## config.mk

```make
export PLATFORM = sky130hd
export DESIGN_NAME = if_fetch_ctrl_flat
export DESIGN_NICKNAME = d
export VERILOG_FILES = /design/src/rtl/if_fetch_ctrl_pkg.sv /design/src/rtl/if_fetch_ctrl_if.sv /design/src/rtl/if_fetch_ctrl.sv /design/src/flat_wrapper.sv
export SDC_FILE = /design/constraint.sdc
export NUM_CORES = 1
export LEC_CHECK = 0
export BUFFER_PORTS_ARGS = -buffer_cell sky130_fd_sc_hd__buf_2
export CAP_MARGIN = 20
export CORE_MARGIN = 4
export CORE_UTILIZATION = 35
export CTS_CLUSTER_SIZE = 8
export DETAILED_ROUTE_END_ITERATION = 16
export GPL_TIMING_DRIVEN = 1
export PLACE_DENSITY_LB_ADDON = 0.08
export RECOVER_POWER = 100
export SYNTH_ARGS = -nofsm -noshare
export SYNTH_HDL_FRONTEND = slang
export SYNTH_SLANG_ARGS = --single-unit
```

## constraint.sdc

```tcl
create_clock -name clk -period 1.8 [get_ports clk]
set_clock_uncertainty 0.15 [all_clocks]
set_input_delay 0.09 -clock clk [delete_from_list [all_inputs] [get_ports clk]]
set_output_delay 0.09 -clock clk [all_outputs]
set_load 0.03 [all_outputs]
```

## src/rtl/if_fetch_ctrl_pkg.sv

```systemverilog
// Shared definitions for the instruction-fetch sequencer: state encoding
// and parameter defaults.
package if_fetch_ctrl_pkg;

  typedef enum logic [1:0] {
    ST_RUN   = 2'd0,
    ST_DRAIN = 2'd1,
    ST_LOAD  = 2'd2
  } fetch_state_e;

  localparam logic [31:0] RESET_PC_DEFAULT = 32'h0000_0000;
  localparam int          ADDR_W_DEFAULT   = 10;

endpackage

```

## src/rtl/if_fetch_ctrl_if.sv

```systemverilog
// Bus between the fetch sequencer and its neighbours (hazard unit, fetch
// stage, program loader, instruction RAM).
//
// Load handshake: load_req is the valid and load_ack is the ready-qualified
// acceptance. A word (load_addr/load_data/load_last) transfers on a rising
// edge where load_req && load_ack. While load_req is high, the loader must
// hold the word stable until it is acked. load_ack is combinational and only
// ever high while the sequencer owns the RAM for loading.
interface if_fetch_ctrl_if #(
  parameter int ADDR_W = 10
);
  import if_fetch_ctrl_pkg::*;

  logic                stall;
  logic [31:0]         npc;
  logic                load_req;
  logic [31:0]         load_addr;
  logic [31:0]         load_data;
  logic                load_last;
  logic                load_ack;
  logic [31:0]         pc;
  logic                ram_ena;
  logic                ram_wena;
  logic [31:0]         ram_indata;
  logic [ADDR_W-1:0]   ram_addr;   // word address seen by the RAM (pc[ADDR_W+1:2])
  logic                inst_valid;
  logic                busy;
  fetch_state_e        state;      // debug view of the sequencer state

  modport master (
    output stall, npc, load_req, load_addr, load_data, load_last,
    input  load_ack, pc, ram_ena, ram_wena, ram_indata, ram_addr,
           inst_valid, busy, state
  );

  modport slave (
    input  stall, npc, load_req, load_addr, load_data, load_last,
    output load_ack, pc, ram_ena, ram_wena, ram_indata, ram_addr,
           inst_valid, busy, state
  );

endinterface

```

## src/rtl/if_fetch_ctrl.sv

```systemverilog
// Instruction-fetch sequencer: owns the PC, arbitrates the single-port
// instruction RAM between normal fetch and program loading, and tracks the
// RAM's one-cycle read latency to flag valid instruction words.
import if_fetch_ctrl_pkg::*;

module if_fetch_ctrl #(
  parameter logic [31:0] RESET_PC = RESET_PC_DEFAULT,
  parameter int          ADDR_W   = ADDR_W_DEFAULT
) (
  input  logic           clk,
  input  logic           rst,
  if_fetch_ctrl_if.slave bus
);

  fetch_state_e state_q, state_d;
  logic [31:0]  pc_q, pc_d;
  logic         valid_q, valid_d;
  logic [31:0]  pc_mux;
  logic         ena, wena, ack, busy;

  // State, PC and read-valid registers; reset aborts any drain/load at once.
  always_ff @(posedge clk) begin
    if (rst) begin
      state_q <= ST_RUN;
      pc_q    <= RESET_PC;
      valid_q <= 1'b0;
    end else begin
      state_q <= state_d;
      pc_q    <= pc_d;
      valid_q <= valid_d;
    end
  end

  // Next-state logic and RAM port mux.
  always_comb begin
    state_d = state_q;
    pc_d    = pc_q;
    valid_d = valid_q;
    pc_mux  = pc_q;
    ena     = 1'b0;
    wena    = 1'b0;
    ack     = 1'b0;
    busy    = 1'b0;
    case (state_q)
      ST_RUN: begin
        // A stall freezes PC, RAM output register and the valid flag alike.
        if (!bus.stall) begin
          if (bus.load_req) begin
            // Give up the RAM: no fetch this cycle, and the pipeline sees
            // no valid words until the reloaded program is fetched.
            state_d = ST_DRAIN;
            valid_d = 1'b0;
          end else begin
            ena     = 1'b1;
            pc_d    = bus.npc;
            valid_d = 1'b1;
          end
        end
      end
      ST_DRAIN: begin
        busy    = 1'b1;
        valid_d = 1'b0;
        state_d = ST_LOAD;
      end
      ST_LOAD: begin
        busy    = 1'b1;
        valid_d = 1'b0;
        pc_mux  = bus.load_addr;
        ena     = bus.load_req;
        wena    = bus.load_req;
        ack     = bus.load_req;
        if (bus.load_req && bus.load_last) begin
          state_d = ST_RUN;
          pc_d    = RESET_PC;
        end
      end
      default: begin
        state_d = ST_RUN;
      end
    endcase
    // The reset cycle neither acks nor writes, even mid-load.
    if (rst) begin
      pc_mux = pc_q;
      ena    = 1'b0;
      wena   = 1'b0;
      ack    = 1'b0;
      busy   = 1'b0;
    end
  end

  assign bus.pc         = pc_mux;
  assign bus.ram_addr   = pc_mux[ADDR_W+1:2];
  assign bus.ram_ena    = ena;
  assign bus.ram_wena   = wena;
  assign bus.ram_indata = bus.load_data;
  assign bus.load_ack   = ack;
  assign bus.inst_valid = valid_q;
  assign bus.busy       = busy;
  assign bus.state      = state_q;

endmodule

```

## src/flat_wrapper.sv

```systemverilog
// flat-port wrapper written by rule: the top's interface ports become plain ports
module if_fetch_ctrl_flat 
#(
  parameter logic [31:0] RESET_PC = RESET_PC_DEFAULT,
  parameter int          ADDR_W   = ADDR_W_DEFAULT
)
  (clk, rst, bus_stall, bus_npc, bus_load_req, bus_load_addr, bus_load_data, bus_load_last, bus_load_ack, bus_pc, bus_ram_ena, bus_ram_wena, bus_ram_indata, bus_ram_addr, bus_inst_valid, bus_busy, bus_state);
  if_fetch_ctrl_if #(.ADDR_W(ADDR_W)) bus_i ();
  input  logic clk;
  input  logic rst;
  input wire logic [$bits(bus_i.stall)-1:0] bus_stall;
  input wire logic [$bits(bus_i.npc)-1:0] bus_npc;
  input wire logic [$bits(bus_i.load_req)-1:0] bus_load_req;
  input wire logic [$bits(bus_i.load_addr)-1:0] bus_load_addr;
  input wire logic [$bits(bus_i.load_data)-1:0] bus_load_data;
  input wire logic [$bits(bus_i.load_last)-1:0] bus_load_last;
  output wire logic [$bits(bus_i.load_ack)-1:0] bus_load_ack;
  output wire logic [$bits(bus_i.pc)-1:0] bus_pc;
  output wire logic [$bits(bus_i.ram_ena)-1:0] bus_ram_ena;
  output wire logic [$bits(bus_i.ram_wena)-1:0] bus_ram_wena;
  output wire logic [$bits(bus_i.ram_indata)-1:0] bus_ram_indata;
  output wire logic [$bits(bus_i.ram_addr)-1:0] bus_ram_addr;
  output wire logic [$bits(bus_i.inst_valid)-1:0] bus_inst_valid;
  output wire logic [$bits(bus_i.busy)-1:0] bus_busy;
  output wire logic [$bits(bus_i.state)-1:0] bus_state;
  assign bus_i.stall = bus_stall;
  assign bus_i.npc = bus_npc;
  assign bus_i.load_req = bus_load_req;
  assign bus_i.load_addr = bus_load_addr;
  assign bus_i.load_data = bus_load_data;
  assign bus_i.load_last = bus_load_last;
  assign bus_load_ack = bus_i.load_ack;
  assign bus_pc = bus_i.pc;
  assign bus_ram_ena = bus_i.ram_ena;
  assign bus_ram_wena = bus_i.ram_wena;
  assign bus_ram_indata = bus_i.ram_indata;
  assign bus_ram_addr = bus_i.ram_addr;
  assign bus_inst_valid = bus_i.inst_valid;
  assign bus_busy = bus_i.busy;
  assign bus_state = bus_i.state;
  if_fetch_ctrl #(.RESET_PC(RESET_PC), .ADDR_W(ADDR_W)) u_core (.clk(clk), .rst(rst), .bus(bus_i));
endmodule
```

==> key figures <==
Min path
  – Hold depth: 0
  – WHS Endpoint: bus_ram_indata[27]
  – Class of the worst hold path: in -> out
  – Hold path start: bus_load_data[27]

Worst setup path
  – Startpoint types: flop
  – CP Cell Sequence: inv_4, ha_4, nor2b_4, buf_6, clkbuf_16, mux2_4, buf_6
  – Setup CP Type: reg -> out
  – Critical path's slowest cell: dfxtp_4
  – Worst setup EP type: output pin
  – CP Max Fanout: 7
  – FF-to-FF path depth: 9
  – Cell mode on critical path: buf_6
  – Slowest stage delay, CP: 0.35 ns
  – Worst EP required: 1.56 ns
  – Reg2reg start: u_core.bus.state[0]$_SDFFE_PP0P_
  – Critical Path AT: 1.76 ns
  – Reg2Reg Setup Slack: -0.13 ns
  – Worst reg2reg endpoint: u_core.pc_q[16]$_SDFFE_PP0P_

Synth
  – Post-synth top cells: buf_4, dfxtp_1, nand2b_1
  – Synth warn: 0
  – Mean Syn Cell Area: 8.743 sq um
  – Synth Net Count: 356
  – Number of synthesized flops with an enable pin: 0
  – Top-count cell post-synth: buf_4
  – Register area share after synthesis: 31.93%
  – Netlist cell types: 24
  – Post-synthesis cell type with the largest combined area: dfxtp_1
  – Share of the synthesized area in the top cell type: 31.93%
  – Register bit total from synthesis: 35
  – Synth Instances: 251
  – Ys flop type: dfxtp_1
  – Synth top area cells: dfxtp_1, mux2_2, buf_4
  – Synthesized cell area: 0.002195 sq mm
  – Post-synth ARST share: 0%

Timing
  – Min Tclk post-route: 2.001 ns
  – Final cycle utilization of the critical path: 111.2%
  – Setup Viol. Count Final: 76
  – Hold Fails Final Rpt: 0
  – Setup ws final: -0.2015 ns
  – RSZ-0062 raised after global routing: true
  – Max Slew Vio Count: 0
  – Worst hold margin: 0.03001 ns
  – Peak Freq: 0.4996 GHz
  – Rel. slew slack: 75.24%
  – Worst-Margin Slew: 0.3730 ns

Global route
  – Vias in the first global route: 2166
  – Largest net degree at the start of global routing: 39
  – Total Routing Usage GR: 17.57%
  – Initial antenna violation count: 0
  – First-pass GRT wire length: 10630 um
  – Grt ovf: 0

Floorplanning
  – Die width: 87.19 um
  – Full die area: 0.007601 sq mm
  – Io pins: 182
  – Starting density of the core: 36.63%
  – CORE AREA: 0.005991 sq mm
  – Num rows: 28
  – Die Span Y: 87.19 um

Power
  – Switching pwr: 0.001887 W
  – Maximum VDD drop: 0.7564 mV
  – Combinational group share of total power: 64.3%
  – Int Pwr: 0.002924 W
  – Sequential power share: 22.4%
  – Pwr/cell area: 1261 mW/mm^2
  – Switching Fraction: 39.22%
  – Clock Power Share: 13.3%
  – Leak Pwr: 1.665 nW

Clock tree
  – Clock transition at path regs: 0.07 ns
  – Clk buf depth: 2
  – Num CTS Buffers: 5
  – Worst-Skew Late Latency: 0.28 ns
  – Num Clock Sinks: 35
  – CTS root buf: clkbuf_8
  – CTS tree: built
  – # H-tree levels: 2

Placement
  – Post-DP HPWL: 3792 um
  – Buffers on Ports: 117
  – RD Place Congestion: 0.7052

Cells and area
  – # diodes: 0
  – Final Net Count: 478
  – Fin util: 63.68%
  – Layout cells sized above 1: 51.60%
  – Fillers: 500
  – Synthesis-to-finish area growth: 73.83%

Drt
  – Via-to-Cell Ratio: 4.697
  – Drt pass-1 iters: 4
  – Drt wl/cell: 15.88 um
  – DRT antenna net count: 0
  – DRC viols: 0
  – Total number of vias: 2109
  – Initial DRC count: 100
  – Post-Route WL: 7128 um

Flow run
  – Max-cap violation count: 0

Status
  – Outcome: complete, but fails checks
  – Failing checks: negative setup slack
-- repair_timing --
action | CTS | global route
setup endpoints to repair | 63 | 77
resized for setup | 109 | 18
setup buffers | 8 | 1
pin swaps | 2 | 2
gates cloned | 4 | 7
hold buffers | 32 | 0
endpoints found under the hold margin | 32 | 0
-- cell usage in the layout, fill, tap and decap left out, types with 3 or more instances in the layout --
| cell | instances |
|---|---|
| nand3_1 | 30 |
| nand2b_1 | 33 |
| o21ai_1 | 32 |
| mux2_4 | 32 |
| clkbuf_8 | 7 |
| dfxtp_1 | 33 |
| buf_12 | 8 |
| clkbuf_1 | 3 |
| dlygate4sd3_1 | 32 |
| clkbuf_16 | 7 |
| nor2_1 | 4 |
| buf_2 | 69 |
| buf_6 | 47 |
| buf_4 | 7 |
-- through the flow --
step / cell area [sq um] / instances / setup TNS (ns) / power, W / setup WS (ns)
after detailed placement: 2678 / 391 / -0.02875 / 0.003125 / -0.007411
after global routing: 3815 / 449 / -17.02 / 0.005067 / -0.2743
after floorplan: 2366 / 251 / -0.7424 / 0.002891 / -0.02445
final: 3815 / 449 / -10.72 / 0.004811 / -0.2015
after CTS: 3625 / 443 / -12.78 / 0.004562 / -0.2621
after global placement: 2678 / 391 / 0 / 0.003114 / 0.02595
-- per-layer routing --
| metal | up-vias | global-route usage [%] | wire [um] | part of all wire [%] |
|---|---|---|---|---|
| met2 | 84 | 29.81 | 3454 | 48 |
| met3 | 12 | 4.257 | 564 | 7.9 |
| met5 | - | 0 | 0 | 0 |
| met4 | 0 | 4.463 | 61 | 0.86 |
| li1 | 1061 | - | - | - |
| met1 | 952 | 22.33 | 3047 | 43 |
-- worst max-delay path: cells and delay by family, from the launching register on --
family	cells	cell delay (ns)
buffers and inverters	4	0.51
DFF	1	0.35
adders and majority gates	1	0.13
and+or+nand+nor	1	0.16
muxes	1	0.31
-- cells by family after synthesis --
group / Yosys count / share of synthesized area [%]
and+or+nand+nor: 79 / 20.24
DFF: 35 / 31.93
buffers and inverters: 62 / 18.81
AOI/OAI and AO/OA: 37 / 9.407
adders and majority gates: 4 / 2.281
muxes: 34 / 17.33
-- state kept, by name, summed over array words and instances (netlist names) --
| signal | cells |
|---|---|
| u_core.pc_q | 32 |
| u_core.bus.state | 2 |
| u_core.bus.inst_valid | 1 |
-- worst max path at each step --
stage	start	endpoint	slack (ns)
final	u_core.bus.state[0]$_SDFFE_PP0P_	bus_pc[7]	-0.20
after global routing	u_core.bus.state[0]$_SDFFE_PP0P_	bus_pc[7]	-0.27
after CTS	u_core.bus.state[0]$_SDFFE_PP0P_	bus_pc[19]	-0.26
after detailed placement	u_core.bus.state[1]$_SDFFE_PP0P_	u_core.pc_q[26]$_SDFFE_PP0P_	-0.007
after global placement	u_core.bus.state[1]$_SDFFE_PP0P_	u_core.pc_q[28]$_SDFFE_PP0P_	0.03
after floorplan	u_core.bus.state[0]$_SDFFE_PP0P_	u_core.pc_q[10]$_SDFFE_PP0P_	-0.02
-- power groups by stage --
stage / Sequential [W] / Combinational, W / Clock, W
after floorplan: 0.00111 / 0.00178 / 0
after global placement: 0.00108 / 0.00203 / 0
after detailed placement: 0.00108 / 0.00204 / 0
after CTS: 0.00107 / 0.00283 / 0.000665
after global routing: 0.00110 / 0.00328 / 0.000689
final: 0.00108 / 0.00309 / 0.000642
-- layout make-up --
type	instances	area [sq um]	area share, %
multi-input cells	154	1251	32.80
clock buffers	7	96.34	2.525
inverters	2	10.01	0.2624
well taps	75	93.84	2.460
clock inverters	1	6.256	0.1640
repair buffers	175	1649	43.23
flip-flops and latches	35	708.2	18.56
Note: power is estimated with default switching activity, not from simulation.
